File: src/rtl/atu_pkg.sv
// Shared types, defaults and quadrature decode helper for the angle tracking unit.
package atu_pkg;

  localparam int unsigned COUNTS_PER_REV_DEF = 1006;
  localparam int unsigned ANGLE_W_DEF        = 12;
  localparam int unsigned FILTER_LEN_DEF     = 4;

  typedef enum logic {ATU_INIT, ATU_TRACK} atu_state_t;

  typedef enum logic [1:0] {STEP_NONE, STEP_INC, STEP_DEC, STEP_ERR} step_t;

  // Increment direction follows AB Gray order 00 -> 10 -> 11 -> 01 -> 00.
  function automatic step_t decode_step(input logic [1:0] prev_ab, input logic [1:0] ab);
    logic [1:0] fwd;
    case (prev_ab)
      2'b00:   fwd = 2'b10;
      2'b10:   fwd = 2'b11;
      2'b11:   fwd = 2'b01;
      default: fwd = 2'b00;
    endcase
    if (ab == prev_ab) begin
      return STEP_NONE;
    end else if ((ab ^ prev_ab) == 2'b11) begin
      return STEP_ERR;
    end else if (ab == fwd) begin
      return STEP_INC;
    end else begin
      return STEP_DEC;
    end
  endfunction

endpackage

File: src/rtl/atu_input_filter.sv
// Two-flop synchroniser plus glitch filter for one encoder line; stable flags a settled level.
module atu_input_filter #(
  parameter int unsigned FILTER_LEN = 4
) (
  input  logic clk,
  input  logic n_reset,
  input  logic raw,
  output logic level,
  output logic stable
);

  localparam int unsigned CntW = $clog2(FILTER_LEN + 1);

  logic            sync1_q, sync2_q;
  logic            level_q, level_d;
  logic [CntW-1:0] cnt_q, cnt_d;
  logic [CntW-1:0] stab_q, stab_d;

  always_ff @(posedge clk or negedge n_reset) begin
    if (!n_reset) begin
      sync1_q <= 1'b0;
      sync2_q <= 1'b0;
      level_q <= 1'b0;
      cnt_q   <= '0;
      stab_q  <= '0;
    end else begin
      sync1_q <= raw;
      sync2_q <= sync1_q;
      level_q <= level_d;
      cnt_q   <= cnt_d;
      stab_q  <= stab_d;
    end
  end

  always_comb begin
    level_d = level_q;
    cnt_d   = '0;
    stab_d  = '0;
    if (sync2_q != level_q) begin
      if (cnt_q == CntW'(FILTER_LEN - 1)) begin
        level_d = sync2_q;
      end else begin
        cnt_d = cnt_q + 1'b1;
      end
    end
    // Stability also looks at the first sync stage so an edge still in flight blocks it.
    if ((sync1_q == sync2_q) && (sync2_q == level_q)) begin
      stab_d = (stab_q == CntW'(FILTER_LEN)) ? stab_q : stab_q + 1'b1;
    end
  end

  assign level  = level_q;
  assign stable = (stab_q == CntW'(FILTER_LEN));

endmodule

File: src/rtl/angle_tracking_unit.sv
// Quadrature encoder decoder producing a wrap-around shaft angle.
// Optional index input enabled by defining ATU_INDEX_EN.
module angle_tracking_unit
  import atu_pkg::*;
#(
  parameter int unsigned COUNTS_PER_REV = COUNTS_PER_REV_DEF,
  parameter int unsigned ANGLE_W        = ANGLE_W_DEF,
  parameter int unsigned FILTER_LEN     = FILTER_LEN_DEF
) (
  input  logic               clk,
  input  logic               n_reset,
  input  logic               enc_a,
  input  logic               enc_b,
`ifdef ATU_INDEX_EN
  input  logic               enc_i,
  output logic               index_seen,
`endif
  input  logic               atu_reset,
  input  logic               atu_monitor,
  output logic [ANGLE_W-1:0] current_angle,
  output logic               direction,
  output logic               step_error,
  output logic               tracking
);

  localparam logic [ANGLE_W-1:0] MaxAngle = ANGLE_W'(COUNTS_PER_REV - 1);

  logic a_level, a_stable, b_level, b_stable;
  logic [1:0] ab;

  atu_input_filter #(.FILTER_LEN(FILTER_LEN)) u_filt_a (
    .clk    (clk),
    .n_reset(n_reset),
    .raw    (enc_a),
    .level  (a_level),
    .stable (a_stable)
  );

  atu_input_filter #(.FILTER_LEN(FILTER_LEN)) u_filt_b (
    .clk    (clk),
    .n_reset(n_reset),
    .raw    (enc_b),
    .level  (b_level),
    .stable (b_stable)
  );

  assign ab = {a_level, b_level};

  atu_state_t         state_q, state_d;
  logic [1:0]         prev_ab_q, prev_ab_d;
  logic [ANGLE_W-1:0] angle_q, angle_d;
  logic               dir_q, dir_d;
  logic               err_q, err_d;
  logic               index_rise;
  logic               idx_seen_q, idx_seen_d;
  step_t              step;

`ifdef ATU_INDEX_EN
  logic i_level, i_stable, i_prev_q;

  atu_input_filter #(.FILTER_LEN(FILTER_LEN)) u_filt_i (
    .clk    (clk),
    .n_reset(n_reset),
    .raw    (enc_i),
    .level  (i_level),
    .stable (i_stable)
  );

  always_ff @(posedge clk or negedge n_reset) begin
    if (!n_reset) begin
      i_prev_q <= 1'b0;
    end else begin
      i_prev_q <= i_level;
    end
  end

  assign index_rise = i_level & ~i_prev_q;
  assign index_seen = idx_seen_q;
`else
  assign index_rise = 1'b0;
`endif

  always_ff @(posedge clk or negedge n_reset) begin
    if (!n_reset) begin
      state_q    <= ATU_INIT;
      prev_ab_q  <= 2'b00;
      angle_q    <= '0;
      dir_q      <= 1'b0;
      err_q      <= 1'b0;
      idx_seen_q <= 1'b0;
    end else begin
      state_q    <= state_d;
      prev_ab_q  <= prev_ab_d;
      angle_q    <= angle_d;
      dir_q      <= dir_d;
      err_q      <= err_d;
      idx_seen_q <= idx_seen_d;
    end
  end

  always_comb begin
    state_d    = state_q;
    prev_ab_d  = prev_ab_q;
    angle_d    = angle_q;
    dir_d      = dir_q;
    err_d      = err_q;
    idx_seen_d = idx_seen_q;
    step       = decode_step(prev_ab_q, ab);
    unique case (state_q)
      ATU_INIT: begin
        if (a_stable && b_stable) begin
          prev_ab_d = ab;
          state_d   = ATU_TRACK;
        end
      end
      ATU_TRACK: begin
        prev_ab_d = ab;
        if (step == STEP_ERR) begin
          err_d = 1'b1;
        end
        if (index_rise) begin
          angle_d    = '0;
          idx_seen_d = 1'b1;
        end else if (atu_monitor && (step == STEP_INC)) begin
          angle_d = (angle_q == MaxAngle) ? '0 : angle_q + 1'b1;
          dir_d   = 1'b1;
        end else if (atu_monitor && (step == STEP_DEC)) begin
          angle_d = (angle_q == '0) ? MaxAngle : angle_q - 1'b1;
          dir_d   = 1'b0;
        end
      end
      default: state_d = ATU_INIT;
    endcase
    // Synchronous clear overrides everything and resyncs prev_ab so release never counts.
    if (!atu_reset) begin
      angle_d    = '0;
      err_d      = 1'b0;
      dir_d      = 1'b0;
      idx_seen_d = 1'b0;
      prev_ab_d  = ab;
    end
  end

  assign current_angle = angle_q;
  assign direction     = dir_q;
  assign step_error    = err_q;
  assign tracking      = (state_q == ATU_TRACK);

endmodule

File: config.mk
export PLATFORM = sky130hd
export DESIGN_NAME = angle_tracking_unit
export DESIGN_NICKNAME = d
export VERILOG_FILES = /design/src/rtl/atu_pkg.sv /design/src/rtl/atu_input_filter.sv /design/src/rtl/angle_tracking_unit.sv
export SDC_FILE = /design/constraint.sdc
export NUM_CORES = 1
export LEC_CHECK = 0
export ABC_AREA = 1
export ABC_CLOCK_PERIOD_IN_PS = 3320
export BUFFER_PORTS_ARGS = -buffer_cell sky130_fd_sc_hd__clkbuf_2
export CAP_MARGIN = 0
export CELL_PAD_IN_SITES_DETAIL_PLACEMENT = 1
export CELL_PAD_IN_SITES_GLOBAL_PLACEMENT = 2
export CORE_UTILIZATION = 36
export DETAILED_ROUTE_END_ITERATION = 16
export PLACE_DENSITY = 0.88
export SETUP_SLACK_MARGIN = 0.2
export SYNTH_ARGS = -nofsm -noshare
export SYNTH_HDL_FRONTEND = slang
export SYNTH_SLANG_ARGS = --single-unit
File: constraint.sdc
create_clock -name clk -period 3.32 [get_ports clk]
set_input_delay 0 -clock clk [delete_from_list [all_inputs] [get_ports clk]]
set_output_delay 0 -clock clk [all_outputs]
set_load 0.05 [all_outputs]
==> impl_metrics.py, run 1 <==
metrics = {
    "power": {
        "p_seq_share_pct": 32.9,
        "power.density_nw_per_um2": 852,
        "power.switching_mw": 1.19,
        "p_total_mw": 2.23,
        "swShare_pct": 53.2,
        "clkPwrFrac_pct": 14.0,
        "p_comb_share_pct": 53.1,
        "p_leak_nw": 1.42,
        "ir_drop_mv": 0.384,
        "cellInternalPower_mw": 1.04,
    },
    "layout": {
        "finish.utilization_pct": 41.4,
        "areaGrowthSynthToFinish_pct": 11.1,
        "stdcell_count": 436,
        "num_antenna_cells": 0,
        "final_area_um2": 2620,
        "layout.nets": 374,
        "drive_gt1_share_pct": 14.2,
    },
    "placed_design": {
        "finalWeightedCongestion": 0.811,
        "port_buffers": 20,
        "dp_slack_ps": 1620,
        "dp_cells": 425,
        "dpl.hpwl_mm": 4.41,
        "dpl-instance-area_um2": 2500,
    },
    "setup_path": {
        "crit_arrival_ps": 1940,
        "crit_buf_inv": 2,
        "crit_end": "current_angle[7]",
        "timing.critical_path.from": "current_angle[0]",
        "reg2reg_from": "current_angle[0]",
        "r2r_slack_ps": 1600,
        "r2r_cells": 10,
        "worst_path_most_repeated_cell": "nand2_1",
        "cp-end-kind": "register",
        "required_ps": 3540,
        "crit_type": "register to register",
        "r2r-end": "current_angle[7]",
        "critical_path.top_delay_family": "simple AND/OR/NAND/NOR gates",
        "worst_path_max_delay_cell": "dfrtp_1",
        "path_max_fanout": 8,
        "slowest_delay_ps": 470,
        "crit_cells": 10,
        "startpoint_type": "register",
        "crit_chain": "inv_1 -> ha_1 -> inv_1 -> nor2_1 -> nand3_2 -> nand3_1 -> nand2_1 -> o21ai_0 -> nand2_1 -> nand2_1",
    },
    "floorplanning": {
        "die_x_um": 82.9,
        "coreArea_um2": 6310,
        "die_area_um2": 6870,
        "rows": 29,
        "ios": 21,
        "start_util_pct": 37.3,
        "die_y_um": 82.9,
    },
    "synthesis": {
        "synth-edff-count": 0,
        "synth-async-reset-ratio_pct": 100,
        "ys_top_cells_by_count": "97 x nand2_1, 52 x inv_1, 36 x nor2_1, 35 x dfrtp_1, 25 x nand3_1",
        "yosysMostFrequentCell": "nand2_1",
        "syn_nets": 350,
        "synth-seq-cells": 35,
        "yosysWarnings": 0,
        "netlist_instances": 334,
        "yosysTopAreaCellShare_pct": 37.2,
        "yosysTopAreaCell": "dfrtp_1",
        "synth_area_um2": 2350,
        "synth-seq-area-share_pct": 37.2,
        "ys_types": 31,
        "yosys-top-cells-area": "dfrtp_1 37%, nand2_1 15%, inv_1 8.3%, nor2_1 5.7%, ha_1 5.3%",
        "avgSynthCellArea_um2": 7.05,
        "synthFlopType": "dfrtp_1",
    },
    "sta": {
        "period_share_pct": 51.7,
        "fmax_mhz": 583,
        "postLayoutSetupSlackWorst_ps": 1600,
        "slew_headroom_pct": 38.5,
        "fin_skew_ps": 8.45,
        "grt_setup_unrepaired": "no",
        "finalSetupViolations": 0,
        "setup_tns_ps": 0,
        "worst_pin_slew_ps": 922,
        "holdWs_ps": 88.4,
        "period_minus_slack_ps": 1720,
        "hold_violations": 0,
        "finalMaxSlewViolations": 0,
    },
    "global_route": {
        "grtUsageTotal_pct": 19.1,
        "grt_use_met3_pct": 3.28,
        "grt_pass1_wl_mm": 10.7,
        "top_usage_layer": "met2",
        "grt_pass1_vias": 2296,
        "grtUsageMet2_pct": 35.4,
        "grt_remaining_overflow": 0,
        "grt_max_degree": 36,
        "grt.met1_usage_pct": 23.0,
        "antenna_found_initial": 0,
    },
    "hold_path": {
        "worstHoldPathType": "input port to register",
    },
    "detailed_routing": {
        "avgViaCountPerCell": 4.82,
        "routed_wl_mm": 5.91,
        "vias": 2102,
        "drc": 0,
        "antenna_left": 0,
        "firstDrtPassIters": 4,
        "initialDrtViolationCount": 69,
        "wl_per_cell_um": 13.6,
    },
    "cts": {
        "ctsHoldBuffers": 3,
        "post-cts-setup-buffers": 0,
        "cts_tree": "yes",
        "cts.path.max_buffers": 2,
        "clkTransAtPathRegs_ps": 80,
        "clk_latency_ps": 290,
        "post_cts_resized": 0,
        "cts.sinks": 35,
        "cts_buffers": 5,
        "h-tree-depth": 2,
        "cts-root-buf": "clkbuf_8",
    },
    "job": {
        "drv_cap": 0,
    },
    "outcome": {
        "outcome": "finished, final reports clean",
    },
}
-- layout by cell type, fill, tap and decap left out, drive strengths merged --
master       synthesis  final
nand2              103    103
inv                 57     57
nor2                42     42
dfrtp               35     35
nand3               29     29
clkbuf               0     26
o21ai               19     19
a21oi               10     10
ha                  10     10
nor3                 6      6
xor2                 6      6
xnor2                3      3
dlygate4sd3          0      3
a31oi                2      2
nand4                2      2
nor3b                1      1
o221ai               1      1
o21bai               1      1
o211ai               1      1
clkinv               0      1
clkinvlp             0      1
-- layout make-up --
| cell class | instances | area [um^2] |
|---|---|---|
| clock inverter | 2 | 12.5 |
| clock buffer | 6 | 72.6 |
| timing repair buffer | 23 | 130 |
| fill | 845 | 3700 |
| tap | 77 | 96.3 |
| multi-input combinational | 236 | 1210 |
| sequential | 35 | 876 |
| inverter | 57 | 216 |
-- power by group through the flow --
stage	clock (mW)	combinational, mW	sequential [mW]
2_1_floorplan	0	0.786	0.873
3_3_place_gp	0	1.17	0.735
3_5_place_dp	0	1.19	0.739
4_1_cts	0.326	1.20	0.730
5_1_grt	0.339	1.36	0.757
6_report	0.312	1.18	0.732
-- worst reg2reg max path, stage by stage (launching register included) --
cell     delay (ps)
dfrtp_1         470
inv_1           170
ha_1            210
inv_1            50
nor2_1          130
nand3_2         220
nand3_1         150
nand2_1          60
o21ai_0          70
nand2_1          70
nand2_1          60
-- per-layer routing --
| metal | share of wire, % | up-vias | wire (um) |
|---|---|---|---|
| li1 | - | 1074 | - |
| met1 | 47 | 998 | 2750 |
| met2 | 50 | 26 | 2990 |
| met3 | 2.4 | 4 | 143 |
| met4 | 0.56 | 0 | 33 |
| met5 | 0 | - | 0 |
-- worst min-delay path by stage --
| stage | to | slack [ps] | startpoint | cells past startpoint |
|---|---|---|---|---|
| global placement | u_filt_b.sync1_q | 110 | enc_b | 1 |
| CTS | direction | 90 | atu_monitor | 3 |
| floorplan | current_angle[0] | -300 | n_reset | 0 |
| global route | direction | 110 | atu_monitor | 3 |
| detailed placement | u_filt_a.sync1_q | 110 | enc_a | 1 |
| finish | direction | 90 | atu_monitor | 3 |
-- kinds of logic (layout without fill, tap and decap cells) --
logic type               after synthesis  count (layout)  share of synthesized area, %
XOR/XNOR                               9               9                          3.35
buffers and inverters                 63              88                          11.4
AND/OR/NAND/NOR                      183             183                          34.8
flip-flops                            35              35                          37.2
AO/OA/AOI/OAI                         34              34                          8.02
adder cells (fa/ha/maj)               10              10                          5.31
-- registers in the layout, indices dropped and copies added (netlist names) --
| register | count |
|---|---|
| u_filt_b.level | 1 |
| u_filt_b.sync1_q | 1 |
| u_filt_a.cnt_q | 3 |
| u_filt_a.sync1_q | 1 |
| prev_ab_q | 2 |
| u_filt_a.sync2_q | 1 |
| u_filt_b.cnt_q | 3 |
| direction | 1 |
| u_filt_b.sync2_q | 1 |
| u_filt_a.level | 1 |
| u_filt_b.stab_q | 3 |
| step_error | 1 |
| current_angle | 12 |
| u_filt_a.stab_q | 3 |
| tracking | 1 |
No activity file was read; power rests on OpenSTA's default activity.
==> run 2: changes to the inputs <==
- ABC_AREA: 1 -> 0
- ABC_CLOCK_PERIOD_IN_PS: 3320 -> 1500
- CORE_UTILIZATION: 36 -> 33
- PLACE_DENSITY: 0.88 -> 0.79
- clock period: 3.32 -> 1.5 ns (I/O delays scaled with it)
==> run 2 against run 1 <==
Compared with the run above:
- the run now ends with DRC, setup timing left
- via count increased by 5.8%
- sequential power increased by 80%
- global-route usage increased by 2.9 points
- clock skew decreased by 1.7 ps
- critical path depth decreased by 5
- non-clock buffer count increased by 80
- hold slack got worse by 79 ps
- area after synthesis decreased by 5.3%
- largest power group unchanged
- highest routed layer unchanged
==> impl_metrics.py, run 2 <==
metrics = {
    "outcome": {
        "outcome": "finished with violations",
        "violations": "DRC, setup timing",
    },
    "global_route": {
        "grt_pass1_wl_mm": 12.1,
        "grt_remaining_overflow": 0,
        "grt_pass1_vias": 2426,
        "grtUsageTotal_pct": 22.1,
        "grt_max_degree": 24,
        "antenna_found_initial": 0,
    },
    "job": {
        "drv_cap": 0,
    },
    "layout": {
        "drive_gt1_share_pct": 54.8,
        "final_area_um2": 3470,
        "layout_common_cells": "68 x buf_4, 20 x dfrtp_1, 18 x clkbuf_2, 17 x nand2_1",
        "finish.utilization_pct": 54.0,
        "layout.nets": 356,
        "largest_register_ffs": 12,
        "num_antenna_cells": 0,
        "final_common_cell": "buf_4",
        "areaGrowthSynthToFinish_pct": 55.5,
    },
    "sta": {
        "fin_skew_ps": 6.74,
        "grt_setup_unrepaired": "yes",
        "finalSetupViolations": 12,
        "hold_violations": 0,
        "slew_headroom_pct": 54.4,
        "setup_tns_ps": -5540,
        "finalMaxSlewViolations": 0,
        "period_share_pct": 142,
        "worst_pin_slew_ps": 683,
        "period_minus_slack_ps": 2120,
        "fmax_mhz": 471,
        "postLayoutSetupSlackWorst_ps": -624,
    },
    "floorplanning": {
        "die_area_um2": 7090,
        "die_x_um": 84.2,
        "die_y_um": 84.2,
        "coreArea_um2": 6420,
        "rows": 29,
        "start_util_pct": 34.7,
        "ios": 21,
    },
    "setup_path": {
        "crit_arrival_ps": 2320,
        "startpoint_type": "register",
        "crit_type": "register to register",
        "required_ps": 1690,
        "cp-end-kind": "register",
        "path_max_fanout": 4,
    },
    "synthesis": {
        "synth-seq-cells": 35,
        "synth_area_um2": 2230,
        "synthFlopType": "dfrtp_1",
        "netlist_instances": 241,
        "yosysTopAreaCell": "dfrtp_1",
        "synth-seq-area-share_pct": 39.3,
        "ys_types": 55,
        "synth-async-reset-ratio_pct": 100,
        "avgSynthCellArea_um2": 9.26,
        "yosysTopAreaCellShare_pct": 39.3,
        "yosysWarnings": 0,
        "syn_nets": 257,
        "ys_top_cells_by_count": "35 x dfrtp_1, 20 x nand2_1, 16 x nor2_1, 15 x o21ai_0, 14 x inv_1",
        "yosysMostFrequentCell": "dfrtp_1",
        "yosys-top-cells-area": "dfrtp_1 39%, ha_1 5.6%, nand2_1 3.4%, o21ai_0 3.4%, nor3_1 2.9%",
        "synth-edff-count": 0,
    },
    "detailed_routing": {
        "avgViaCountPerCell": 5.32,
        "wl_met2_mm": 4.01,
        "firstDrtPassIters": 10,
        "vias": 2223,
        "top_layer": "met4",
        "antenna_left": 0,
        "drc": 4,
        "routed_wl_mm": 7.47,
        "dr_wl_met3_um": 223,
        "m1WireLength_mm": 3.10,
        "initialDrtViolationCount": 120,
        "wl_per_cell_um": 17.9,
    },
    "power": {
        "power.density_nw_per_um2": 1710,
        "p_leak_nw": 1.55,
        "ir_drop_mv": 0.874,
    },
    "cts": {
        "clk_latency_ps": 300,
        "cts_buffers": 5,
        "cts-root-buf": "clkbuf_8",
        "cts.sinks": 35,
        "clkTransAtPathRegs_ps": 80,
        "cts_tree": "yes",
        "cts.path.max_buffers": 2,
        "h-tree-depth": 2,
    },
    "placed_design": {
        "port_buffers": 20,
        "finalWeightedCongestion": 0.753,
        "dpl-instance-area_um2": 2870,
        "dpl.hpwl_mm": 4.84,
    },
    "hold_path": {
        "worstHoldPathType": "input port to register",
    },
}
## run 2: changes by cell type after synthesis, sizes merged, moves of 5 or more
cell   delta
nor3b     +5
nor2     -26
nand2    -83
and3      +6
nor3      +7
nand3    -19
or4       +5
inv      -43
## run 2: final cells by class
type | instances | area, um^2
clock inverter | 3 | 47.5
clock buffer | 5 | 68.8
sequential | 35 | 897
inverter | 14 | 55.1
multi-input combinational | 181 | 1530
fill | 711 | 2950
timing repair buffer | 103 | 778
tap | 77 | 96.3
## run 2: critical path: stages, from the launching register on
cell     delay [ps]
dfrtp_4         510
or4_4           540
or3_4           390
nor4_4          150
o22ai_1         100
a221o_1         320
## run 2: logic make-up after synthesis
| group | synth area share [%] |
|---|---|
| adder cells (fa/ha/maj) | 5.61 |
| multiplexers | 2.02 |
| buffers and inverters | 6.84 |
| flip-flops | 39.3 |
| XOR/XNOR | 3.93 |
| AND/OR/NAND/NOR | 25.4 |
| AO/OA/AOI/OAI | 17.0 |
## run 2: what timing repair did
action | CTS | global route
pin swaps | 24 | 18
setup buffers | 12 | 5
gates resized for setup | 32 | 40
hold buffers | 3 | 0
cloned | 2 | 0
setup endpoints to repair | 15 | 22
hold endpoints to repair | 23 | 0
## run 2: per-layer routing
metal	track usage, %	vias up
met1	26.0	1105
met4	7.37	0
met3	3.34	13
met5	0	-
li1	-	1067
met2	40.9	38
## run 2: worst paths after layout
| check | cells past startpoint | slack, ps | endpoint | from |
|---|---|---|---|---|
| setup / recovery | 5 | -620 | current_angle[9] | current_angle[0] |
| hold / removal | 3 | 9 | current_angle[1] | atu_reset |
| setup reg to reg | 5 | -620 | current_angle[9] | current_angle[0] |
| hold reg to reg | 0 | 400 | u_filt_b.sync2_q | u_filt_b.sync1_q |
| max in group asynchronous | 3 | 650 | u_filt_b.sync2_q | n_reset |
| min in group asynchronous | 2 | 270 | current_angle[3] | n_reset |
## run 2: report_power, final
part           internal (mW)  leakage, nW  total (mW)  switching [mW]
sequential              1.14        0.439        1.32           0.185
clock                  0.504       0.0587       0.908           0.404
combinational           1.92         1.06        3.70            1.78
## run 2: through the flow
stage / hold WS (ps) / cells / setup slack (ps) / total power, mW
global route: 57.1 / 418 / -652 / 6.29
floorplan: -296 / 241 / -731 / 3.02
finish: 9.00 / 418 / -624 / 5.93
CTS: 13.0 / 413 / -608 / 5.43
global placement: 60.2 / 388 / -621 / 3.97
detailed placement: 66.8 / 388 / -680 / 4.06
